**config.mk**
```make
export PLATFORM = sky130hd
export DESIGN_NAME = spi_mem_responder
export DESIGN_NICKNAME = d
export VERILOG_FILES = /design/src/rtl/spi_mem_responder.sv
export SDC_FILE = /design/constraint.sdc
export NUM_CORES = 1
export LEC_CHECK = 0
export CORE_ASPECT_RATIO = 0.8
export CORE_MARGIN = 2
export CORE_UTILIZATION = 55
export CTS_CLUSTER_DIAMETER = 150
export CTS_CLUSTER_SIZE = 20
export DETAILED_ROUTE_END_ITERATION = 10
export PLACE_DENSITY_LB_ADDON = 0.25
export SLEW_MARGIN = 40
export SYNTH_ARGS = -nofsm -noshare
export SYNTH_HDL_FRONTEND = slang
export SYNTH_SLANG_ARGS = --single-unit
```
**constraint.sdc**
```tcl
create_clock -name CLK -period 5.7 [get_ports CLK]
set_clock_uncertainty 0.2 [all_clocks]
set_input_delay 0.855 -clock CLK [delete_from_list [all_inputs] [get_ports CLK]]
set_output_delay 0.855 -clock CLK [all_outputs]
set_load 0.01 [all_outputs]
```
**src/rtl/spi_mem_responder.sv**
```systemverilog
// SPI mode-0 slave emulating a small word-addressed serial memory.
// Frame: 8-bit command (0x03 read, 0x02 write), 24-bit address, 32-bit data, MSB first.
// SPI pins are oversampled by CLK through 2-flop synchronisers.
// Optional burst mode: define SPI_RESP_AUTOINC_EN to auto-increment the word index
// after every 32-bit data word instead of ending the frame.
// Ports:
//   CLK, reset            system clock, synchronous active-high reset
//   spi_clk/cs_n/mosi     SPI inputs from the master
//   spi_miso              SPI data to the master (0 outside the read data phase)
//   busy                  synchronised cs_n is low
//   wr_pulse              one-CLK pulse per committed write word
//   cmd_err               sticky unknown-command flag
//   dbg_idx / dbg_rd      combinational backdoor read of the memory
module spi_mem_responder #(
  parameter int unsigned MEM_WORDS = 16,
  parameter int unsigned IDX_W     = 4
) (
  input  logic             CLK,
  input  logic             reset,
  input  logic             spi_clk,
  input  logic             spi_cs_n,
  input  logic             spi_mosi,
  output logic             spi_miso,
  output logic             busy,
  output logic             wr_pulse,
  output logic             cmd_err,
  input  logic [IDX_W-1:0] dbg_idx,
  output logic [31:0]      dbg_rd
);

  typedef enum logic [2:0] {StIdle, StCmd, StAddr, StTx, StRx, StDone, StIgnore} state_e;

  state_e           state_q, state_d;
  logic [1:0]       sclk_sync_q, cs_sync_q, mosi_sync_q;
  logic             sclk_prev_q, cs_prev_q;
  logic [5:0]       cnt_q, cnt_d;
  logic [30:0]      sr_q, sr_d;
  logic [31:0]      tx_q, tx_d;
  logic [IDX_W-1:0] idx_q, idx_d;
  logic             rd_q, rd_d;
  logic             miso_q, miso_d;
  logic             wr_q;
  logic             err_q, err_set;
  logic             mem_we;
  logic [31:0]      mem_q [MEM_WORDS];

  logic        sclk_s, cs_s, mosi_s, rise, fall;
  logic [31:0] sr_next;
`ifdef SPI_RESP_AUTOINC_EN
  logic [IDX_W-1:0] idx_inc;
  logic [31:0]      next_word;
  assign idx_inc   = idx_q + 1'b1;
  assign next_word = mem_q[idx_inc];
`endif

  assign sclk_s  = sclk_sync_q[1];
  assign cs_s    = cs_sync_q[1];
  assign mosi_s  = mosi_sync_q[1];
  assign rise    = sclk_s & ~sclk_prev_q;
  assign fall    = ~sclk_s & sclk_prev_q;
  assign sr_next = {sr_q, mosi_s};

  assign spi_miso = miso_q;
  assign busy     = ~cs_s;
  assign wr_pulse = wr_q;
  assign cmd_err  = err_q;
  assign dbg_rd   = mem_q[dbg_idx];

  always_comb begin
    state_d = state_q;
    cnt_d   = cnt_q;
    sr_d    = sr_q;
    tx_d    = tx_q;
    idx_d   = idx_q;
    rd_d    = rd_q;
    miso_d  = 1'b0;
    err_set = 1'b0;
    mem_we  = 1'b0;
    if (cs_s) begin
      // Abort wins over any simultaneous spi_clk edge.
      state_d = StIdle;
      cnt_d   = '0;
    end else begin
      unique case (state_q)
        StIdle: begin
          if (cs_prev_q) begin
            state_d = StCmd;
            cnt_d   = '0;
            sr_d    = '0;
          end
        end
        StCmd: begin
          if (rise) begin
            sr_d  = sr_next[30:0];
            cnt_d = cnt_q + 6'd1;
            if (cnt_q == 6'd7) begin
              cnt_d = '0;
              case (sr_next[7:0])
                8'h03: begin state_d = StAddr; rd_d = 1'b1; end
                8'h02: begin state_d = StAddr; rd_d = 1'b0; end
                default: begin state_d = StIgnore; err_set = 1'b1; end
              endcase
            end
          end
        end
        StAddr: begin
          if (rise) begin
            sr_d  = sr_next[30:0];
            cnt_d = cnt_q + 6'd1;
            if (cnt_q == 6'd23) begin
              cnt_d = '0;
              sr_d  = '0;
              idx_d = sr_next[IDX_W+1:2];
              if (rd_q) begin
                tx_d    = mem_q[sr_next[IDX_W+1:2]];
                state_d = StTx;
              end else begin
                state_d = StRx;
              end
            end
          end
        end
        StTx: begin
          miso_d = miso_q;
          if (fall && cnt_q != 6'd32) begin
            miso_d = tx_q[31];
            tx_d   = {tx_q[30:0], 1'b0};
            cnt_d  = cnt_q + 6'd1;
          end
`ifdef SPI_RESP_AUTOINC_EN
          else if (fall) begin
            // Reload on the edge that would start bit 33: no gap bit between words.
            idx_d  = idx_inc;
            miso_d = next_word[31];
            tx_d   = {next_word[30:0], 1'b0};
            cnt_d  = 6'd1;
          end
`else
          // Hold the last bit until the master samples it on the next rising edge.
          else if (rise && cnt_q == 6'd32) begin
            state_d = StDone;
            miso_d  = 1'b0;
          end
`endif
        end
        StRx: begin
          if (rise) begin
            sr_d  = sr_next[30:0];
            cnt_d = cnt_q + 6'd1;
            if (cnt_q == 6'd31) begin
              mem_we = 1'b1;
              cnt_d  = '0;
`ifdef SPI_RESP_AUTOINC_EN
              idx_d  = idx_inc;
`else
              state_d = StDone;
`endif
            end
          end
        end
        StDone, StIgnore: ;
        default: state_d = StIdle;
      endcase
    end
  end

  always_ff @(posedge CLK) begin
    if (reset) begin
      state_q     <= StIdle;
      sclk_sync_q <= '0;
      cs_sync_q   <= 2'b11;
      mosi_sync_q <= '0;
      sclk_prev_q <= 1'b0;
      cs_prev_q   <= 1'b1;
      cnt_q       <= '0;
      sr_q        <= '0;
      tx_q        <= '0;
      idx_q       <= '0;
      rd_q        <= 1'b0;
      miso_q      <= 1'b0;
      wr_q        <= 1'b0;
      err_q       <= 1'b0;
      for (int unsigned i = 0; i < MEM_WORDS; i++) mem_q[i] <= '0;
    end else begin
      state_q     <= state_d;
      sclk_sync_q <= {sclk_sync_q[0], spi_clk};
      cs_sync_q   <= {cs_sync_q[0], spi_cs_n};
      mosi_sync_q <= {mosi_sync_q[0], spi_mosi};
      sclk_prev_q <= sclk_s;
      cs_prev_q   <= cs_s;
      cnt_q       <= cnt_d;
      sr_q        <= sr_d;
      tx_q        <= tx_d;
      idx_q       <= idx_d;
      rd_q        <= rd_d;
      miso_q      <= miso_d;
      wr_q        <= mem_we;
      err_q       <= err_q | err_set;
      if (mem_we) mem_q[idx_q] <= sr_next;
    end
  end

endmodule

```
# Word-level counts from Yosys, hierarchy flattened
# Memory sizes are Yosys's and may differ from the RTL's. A register that Yosys moved wholly into a read port is not among the register bits.
# Index checks and enable logic that the tools add are counted.
# totals
rom_bits,0
ram_bits,512
memories,1
latchBits,0
ff_bits,88
# mem_list
name,words,width,rd,rd_clocked_by_memory_dff,write_ports,line_no,rtl
mem_q,16,32,2,1,16,45,logic [31:0] mem_q [MEM_WORDS];
# op_classes
magnitude_cmp,0
n_eq_ne,25
bitwise_logic,8
muxes,53
n_reduce_logical,20
mul,0
shifts,0
addsub,1
div_mod_pow,0
# ops
op,count
two-way mux 32 bit,5
two-way mux 31 bit,4
one-hot mux 31 bit (3 select lines),1
one-hot mux 32 bit (2 select lines),1
two-way mux 6 bit,8
two-way mux 3 bit,11
OR reduction 32 bit,1
one-hot mux 6 bit (5 select lines),1
"inequality test 2 bit, second input constant",11
one-hot mux 3 bit (6 select lines),1
two-way mux 1 bit,17
"equality test 8 x 2 -> 1 bit, second input constant",2
"equality test 6 x 5 -> 1 bit, second input constant",2
two-way mux 4 bit,3
AND reduction 6 bit,2
AND reduction 10 bit,1
AND reduction 5 bit,2
"equality test 3 bit, second input constant",3
OR reduction 2 bit,4
"adder 6 x 1 -> 6 bit, second input constant",1
"equality test 3 x 2 -> 1 bit, second input constant",2
"equality test 6 x 3 -> 1 bit, second input constant",1
"equality test 6 bit, second input constant",1
"inequality test 6 bit, second input constant",1
13 further kinds,21

# Longest topological paths before layout
# Gate-level depths: netlist (run 1).
# depth
word_depth,10
ltp_mapped,9

# Worst setup path before layout (run 1)
# Ideal clock, no wire load.
# synth_path
path_kind,input port to flip-flop
from,input port reset
to,"memory mem_q[8][0], enable pin"
path_slack_ps,1044
path_stages,5
n_path_buf,1
t_arrival_ps,3990
required_ps,5034
cell_sequence,nor2_1 -> inv_2 -> or3_1 -> clkbuf_1 -> o21ai_0
# synth_rtl
item,line_no,rtl
start: declaration,19,"input logic reset,"
end: declaration,45,

# Worst setup path in the final report (run 1)
# layout_path
from,input port dbg_idx[0]
to,output port dbg_rd[31]
# layout_via
elab_chain_len,1
# layout_lines
item,line_no,rtl
start: declaration,27,"input logic [IDX_W-1:0] dbg_idx,"
memory (16 x 32 bit),n/a,
end: declaration,28,output logic [31:0] dbg_rd
# Every way passes these cells.

==> results of run 1 <==
==> final timing paths <==
path	cells past startpoint	end
max	5	dbg_rd[31]
min	1	cs_sync_q[1]$_SDFF_PP1_
max reg2reg	7	mem_q[10][18]$_SDFFCE_PN0P_
min reg2reg	1	cs_sync_q[1]$_SDFF_PP1_
==> layer usage <==
metal	track usage	wire, um
met4	0.1061	3165
met1	0.4691	34910
met5	0	0
met3	0.07679	11670
met2	0.4733	40560
==> state kept, by name, indices dropped and copies added, names as in the netlist, 2 cells and up, named ones only <==
signal,cells
tx_q,32
sr_q,31
cs_sync_q,2
mosi_sync_q,2
state_q,3
mem_q,512
cnt_q,6
sclk_sync_q,2
idx_q,4
==> cells by family (layout without fill, tap and decap cells) <==
family	count (synthesis)	in the layout	share of synthesized area
multiplexers	296	296	0.2134
adder cells (fa/ha/maj)	2	2	0.0008131
XOR/XNOR	1	1	0.0002847
AND/OR/NAND/NOR	771	771	0.1480
buffers and inverters	219	196	0.03050
AO/OA/AOI/OAI	184	184	0.04749
flip-flops	604	604	0.5595
==> synthesized netlist by cell type, types with 7 or more instances <==
| cell type | instances |
|---|---|
| a21oi_1 | 70 |
| a221oi_1 | 32 |
| a41oi_2 | 28 |
| and2_1 | 515 |
| and3_1 | 32 |
| buf_1 | 11 |
| buf_2 | 56 |
| clkbuf_1 | 135 |
| dfxtp_1 | 92 |
| edfxtp_1 | 512 |
| inv_1 | 7 |
| mux2i_1 | 8 |
| mux4_2 | 288 |
| nand2_1 | 71 |
| nand3_1 | 71 |
| nand3b_1 | 7 |
| nor2_1 | 33 |
| nor2b_1 | 7 |
| o21ai_0 | 24 |
==> area by class of cell <==
type | count | area [um2] | share of cell area
Clock buffer | 63 | 1023 | 0.03037
Clock inverter | 1 | 16.27 | 0.0004826
Inverter | 8 | 30.03 | 0.0008910
Multi-Input combinational cell | 1254 | 12990 | 0.3854
Sequential cell | 604 | 17230 | 0.5112
Tap cell | 750 | 938.4 | 0.02784
Timing Repair Buffer | 124 | 1479 | 0.04388
==> metrics by stage <==
| stage | util | hold WS (ps) |
|---|---|---|
| 2_1_floorplan | - | 189.5 |
| 3_3_place_gp | 0.5814 | 198.0 |
| 3_5_place_dp | 0.5899 | 196.7 |
| 4_1_cts | 0.6087 | 217.4 |
| 5_1_grt | 0.6095 | 229.6 |
| 6_report | 0.6095 | 218.7 |
==> where the power goes <==
part           switching (mW)  internal (mW)  total, mW
Sequential             0.0774           4.90       4.98
Clock                    1.49           1.24       2.72
Combinational           0.342          0.301      0.642
Total                    1.90           6.44       8.35
==> worst max-delay path, delay by kind of cell <==
family   cells  cell delay [ps]
buf+inv      3             1350
mux          2             1090
==> impl_metrics.py, run 1 <==
metrics = {
    "clock_network": {
        "cts_buffer_depth": 3,
        "cts_hold_buf": 0,
        "htreeDepth": 2,
        "path_clk_slew_ps": 80,
        "cts_resized": 0,
        "cts_sinks": 604,
        "numCtsBuffers": 36,
        "clk_latency_ps": 580,
        "cts_root_buf": "clkbuf_16",
        "cts_tree": "built",
        "postCtsSetupBuffers": 0,
    },
    "yosys": {
        "async_flop_share": 0,
        "synth_cell_types": 65,
        "synth.area.top_cells": "edfxtp_1 (50%), mux4_2 (21%), and2_1 (10%)",
        "avgSynthCellArea_um2": 14.82,
        "yosys.area.top_type_share": 0.4997,
        "synthFlopType": "edfxtp_1",
        "netlist_instances": 2077,
        "yosys_register_bits": 604,
        "syn_nets": 2088,
        "synth_top_cell_by_area": "edfxtp_1",
        "synthesis.area_um2": 30770,
        "ys_seq_area_frac": 0.5595,
        "synth_edf_count": 512,
        "synth_warnings": 0,
    },
    "worst_setup_path": {
        "critPathLaunchType": "primary input",
        "worst-setup-path-type": "in -> out",
        "reg2reg_slack_ps": 1740,
        "worstReg2RegStart": "state_q[2]$_SDFFE_PP0P_",
        "crit_chain": "clkbuf_8 -> buf_4 -> mux4_2 -> mux4_2 -> clkdlybuf4s50_1",
        "required_ps": 4640,
        "cp_max_fo": 49,
        "critPathArrivalTime_ps": 3380,
        "worst_path_largest_cell_delay_ps": 570,
        "end_kind": "primary output",
        "cpMostUsedCell": "mux4_2",
        "crit_path_start": "dbg_idx[0]",
        "slowest_stage": "mux4_2",
    },
    "drt": {
        "vias_per_cell": 6.873,
        "wl_um": 90310,
        "firstDrtPassIters": 8,
        "drtIter0Drc": 3039,
        "drc": 0,
        "ant_nets": 0,
        "vias": 19270,
        "avgRoutedWirePerCell_um": 32.21,
    },
    "global_routing": {
        "track_usage": 0.3194,
        "grt_pass1_vias": 19500,
        "grt_start_max_net_pins": 55,
        "grt_pass1_wl_um": 132300,
        "antenna_found_initial": 3,
        "overflow": 0,
    },
    "run_status": {
        "status": "finished, final reports clean",
    },
    "finish": {
        "layout_common_cells": "and2_1 (515), edfxtp_1 (512), mux4_2 (288)",
        "fillers": 4132,
        "area_growth_pct": 9.531,
        "drive_gt1_frac": 0.2410,
        "final_common_cell": "and2_1",
        "postLayoutCellArea_um2": 33700,
        "nNetsFinal": 2039,
        "instances_no_fill": 2804,
        "diodes": 0,
    },
    "run": {
        "cap_viol_max_count": 0,
    },
    "timing": {
        "rsz0062_at_grt": "no",
        "fmax_mhz": 225.4,
        "tns_ps": 0,
        "fin_crit_ps": 4437,
        "finalCritPeriodShare": 0.7784,
        "finalWorstSetupSlack_ps": 1263,
        "worst_slew_pin_slew_ps": 784.0,
        "slew_headroom": 0.4761,
        "slew_violations": 0,
        "finalHoldViolCount": 0,
        "setup_viol": 0,
    },
    "pwr": {
        "p_total_mw": 8.347,
        "pwr_density_cell_nw_per_um2": 247.7,
        "power.leakage_nw": 11.16,
        "vdd_ir_drop_max_v": 0.0001684,
    },
    "placement": {
        "place_ws_ps": 1243,
        "numPortBuffers": 44,
        "placed_area_um2": 32620,
        "dpl.cell_count": 2737,
        "gp_congestion": 0.8617,
        "place.detailed.hpwl_um": 54080,
    },
    "floorplanning": {
        "dieArea_um2": 57870,
        "die_w_um": 268.5,
        "io_pins": 45,
        "start_util": 0.5564,
        "fp.coreArea_um2": 55300,
        "die_h_um": 215.6,
        "rows": 77,
    },
    "hold_path": {
        "min-delay-start": "cs_sync_q[0]$_SDFF_PP1_",
        "hp-class": "reg -> reg",
    },
}
Power figures use the tool's default switching activity.
==> inputs of run 2 (changes only) <==
clock period = 4.2 ns   (was 5.7 ns; I/O delays follow)
==> impl_metrics.py, run 2 (synthesized netlist as in run 1, its figures left out) <==
metrics = {
    "run_status": {
        "status": "finished, final reports clean",
    },
    "clock_network": {
        "cts_resized": 0,
        "postCtsSetupBuffers": 0,
        "clk_latency_ps": 580,
        "cts_root_buf": "clkbuf_16",
        "htreeDepth": 2,
        "cts_sinks": 604,
        "cts_hold_buf": 0,
        "cts_tree": "built",
        "cts_buffer_depth": 3,
        "numCtsBuffers": 36,
        "path_clk_slew_ps": 90,
    },
    "global_routing": {
        "top_usage_layer": "met1",
        "grt_pass1_wl_um": 136200,
        "use_met3": 0.08033,
        "overflow": 0,
        "track_usage": 0.3319,
        "grt_start_max_net_pins": 64,
        "grt_pass1_vias": 19710,
        "global_route.usage.met2": 0.4887,
        "met1_usage": 0.4901,
        "antenna_found_initial": 8,
    },
    "drt": {
        "wl_um": 94240,
        "vias_per_cell": 7.002,
        "drc": 0,
        "ant_nets": 0,
        "drtIter0Drc": 3642,
        "avgRoutedWirePerCell_um": 33.38,
        "firstDrtPassIters": 5,
        "vias": 19770,
    },
    "finish": {
        "drive_gt1_frac": 0.2494,
        "top_regs": "mem_q x512, tx_q x32, sr_q x31",
        "diodes": 0,
        "layout_common_cells": "and2_1 (515), edfxtp_1 (512), mux4_2 (288)",
        "nNetsFinal": 2061,
        "final_common_cell": "and2_1",
        "largest_reg_flops": 512,
        "regMostFlops": "mem_q",
        "area_growth_pct": 9.527,
    },
    "floorplanning": {
        "rows": 77,
        "start_util": 0.5564,
        "fp.coreArea_um2": 55300,
        "die_w_um": 268.5,
        "io_pins": 45,
        "dieArea_um2": 57870,
        "die_h_um": 215.6,
    },
    "timing": {
        "slew_violations": 0,
        "finalWorstSetupSlack_ps": 470.1,
        "fin_crit_ps": 3730,
        "finalHoldViolCount": 0,
        "finalCritPeriodShare": 0.8881,
        "worst_slew_pin_slew_ps": 863.9,
        "tns_ps": 0,
        "hold_ws_ps": 214.1,
        "setup_viol": 0,
        "fmax_mhz": 268.1,
        "slew_headroom": 0.4240,
        "rsz0062_at_grt": "no",
    },
    "pwr": {
        "p_total_mw": 11.34,
        "pwr_density_cell_nw_per_um2": 336.3,
        "clockPowerShare": 0.325,
        "power.share.switching": 0.2294,
        "seqPwrFrac": 0.596,
        "intPower_mw": 8.735,
        "power.leakage_nw": 11.21,
        "vdd_ir_drop_max_v": 0.0002551,
        "combPwrFrac": 0.078,
        "p_sw_mw": 2.600,
    },
    "placement": {
        "numPortBuffers": 44,
        "gp_congestion": 0.8696,
        "place_ws_ps": 451.1,
        "place.detailed.hpwl_um": 55850,
    },
    "worst_setup_path": {
        "crit_chain": "clkbuf_8 -> buf_12 -> mux4_2 -> mux4_2 -> clkdlybuf4s50_1",
        "end_kind": "primary output",
        "critPathLaunchType": "primary input",
        "worst_path_largest_cell_delay_ps": 530,
        "critical_path_buf_inv_count": 3,
        "slowest_stage": "mux4_2",
        "critPathArrivalTime_ps": 2900,
        "cp_top_family": "buffers and inverters",
        "worst-setup-path-type": "in -> out",
        "required_ps": 3370,
        "cpMostUsedCell": "mux4_2",
        "cp_max_fo": 28,
    },
    "run": {
        "cap_viol_max_count": 0,
    },
    "hold_path": {
        "hp-class": "reg -> reg",
    },
}
[run 2: changes by cell type in the layout (fill, tap and decap cells not counted), moves of 3 or more]
cell | previous run | this run
buf_4 | 48 | 79
buf_6 | 5 | 1
buf_8 | 6 | 0
buf_12 | 13 | 23
buf_16 | 11 | 1
clkbuf_1 | 26 | 23
[run 2: metrics by stage]
stage                     utilization  instance area [um2]  std cells
after floorplan                     -                30770       2077
after global placement         0.5898                32620       2760
after detailed placement       0.5907                32670       2762
after CTS                      0.6093                33700       2823
after global routing           0.6094                33700       2823
final                          0.6094                33700       2823
[run 2: per-layer routing]
| metal | part of all wire | vias up |
|---|---|---|
| li1 | - | 7902 |
| met1 | 0.37 | 10040 |
| met2 | 0.45 | 1620 |
| met3 | 0.15 | 211 |
| met4 | 0.038 | 0 |
| met5 | 0 | - |
[run 2: final timing paths]
check,startpoint,end,slack [ps],cells past startpoint
setup / recovery,dbg_idx[0],dbg_rd[4],470,5
hold / removal,cs_sync_q[0]$_SDFF_PP1_,cs_sync_q[1]$_SDFF_PP1_,210,1
setup reg to reg,cnt_q[0]$_SDFFE_PP0P_,mem_q[4][15]$_SDFFCE_PN0P_,820,7
hold reg to reg,cs_sync_q[0]$_SDFF_PP1_,cs_sync_q[1]$_SDFF_PP1_,210,1
[run 2: layout make-up]
class                      instances  area [um2]
timing repair buffer             146        1506
sequential                       604       17230
multi-input combinational       1254       12970
fill                            4147       21600
inverter                           8       30.03
tap                              750       938.4
clock buffer                      60        1012
clock inverter                     1       16.27
[run 2: power by group through the flow]
stage | logic [mW] | registers (mW) | clock network (mW)
6_report | 0.886 | 6.76 | 3.69
5_1_grt | 0.912 | 6.78 | 3.91
4_1_cts | 0.875 | 6.76 | 3.71
3_5_place_dp | 0.873 | 6.89 | 0
3_3_place_gp | 0.862 | 6.88 | 0
2_1_floorplan | 0.512 | 6.86 | 0
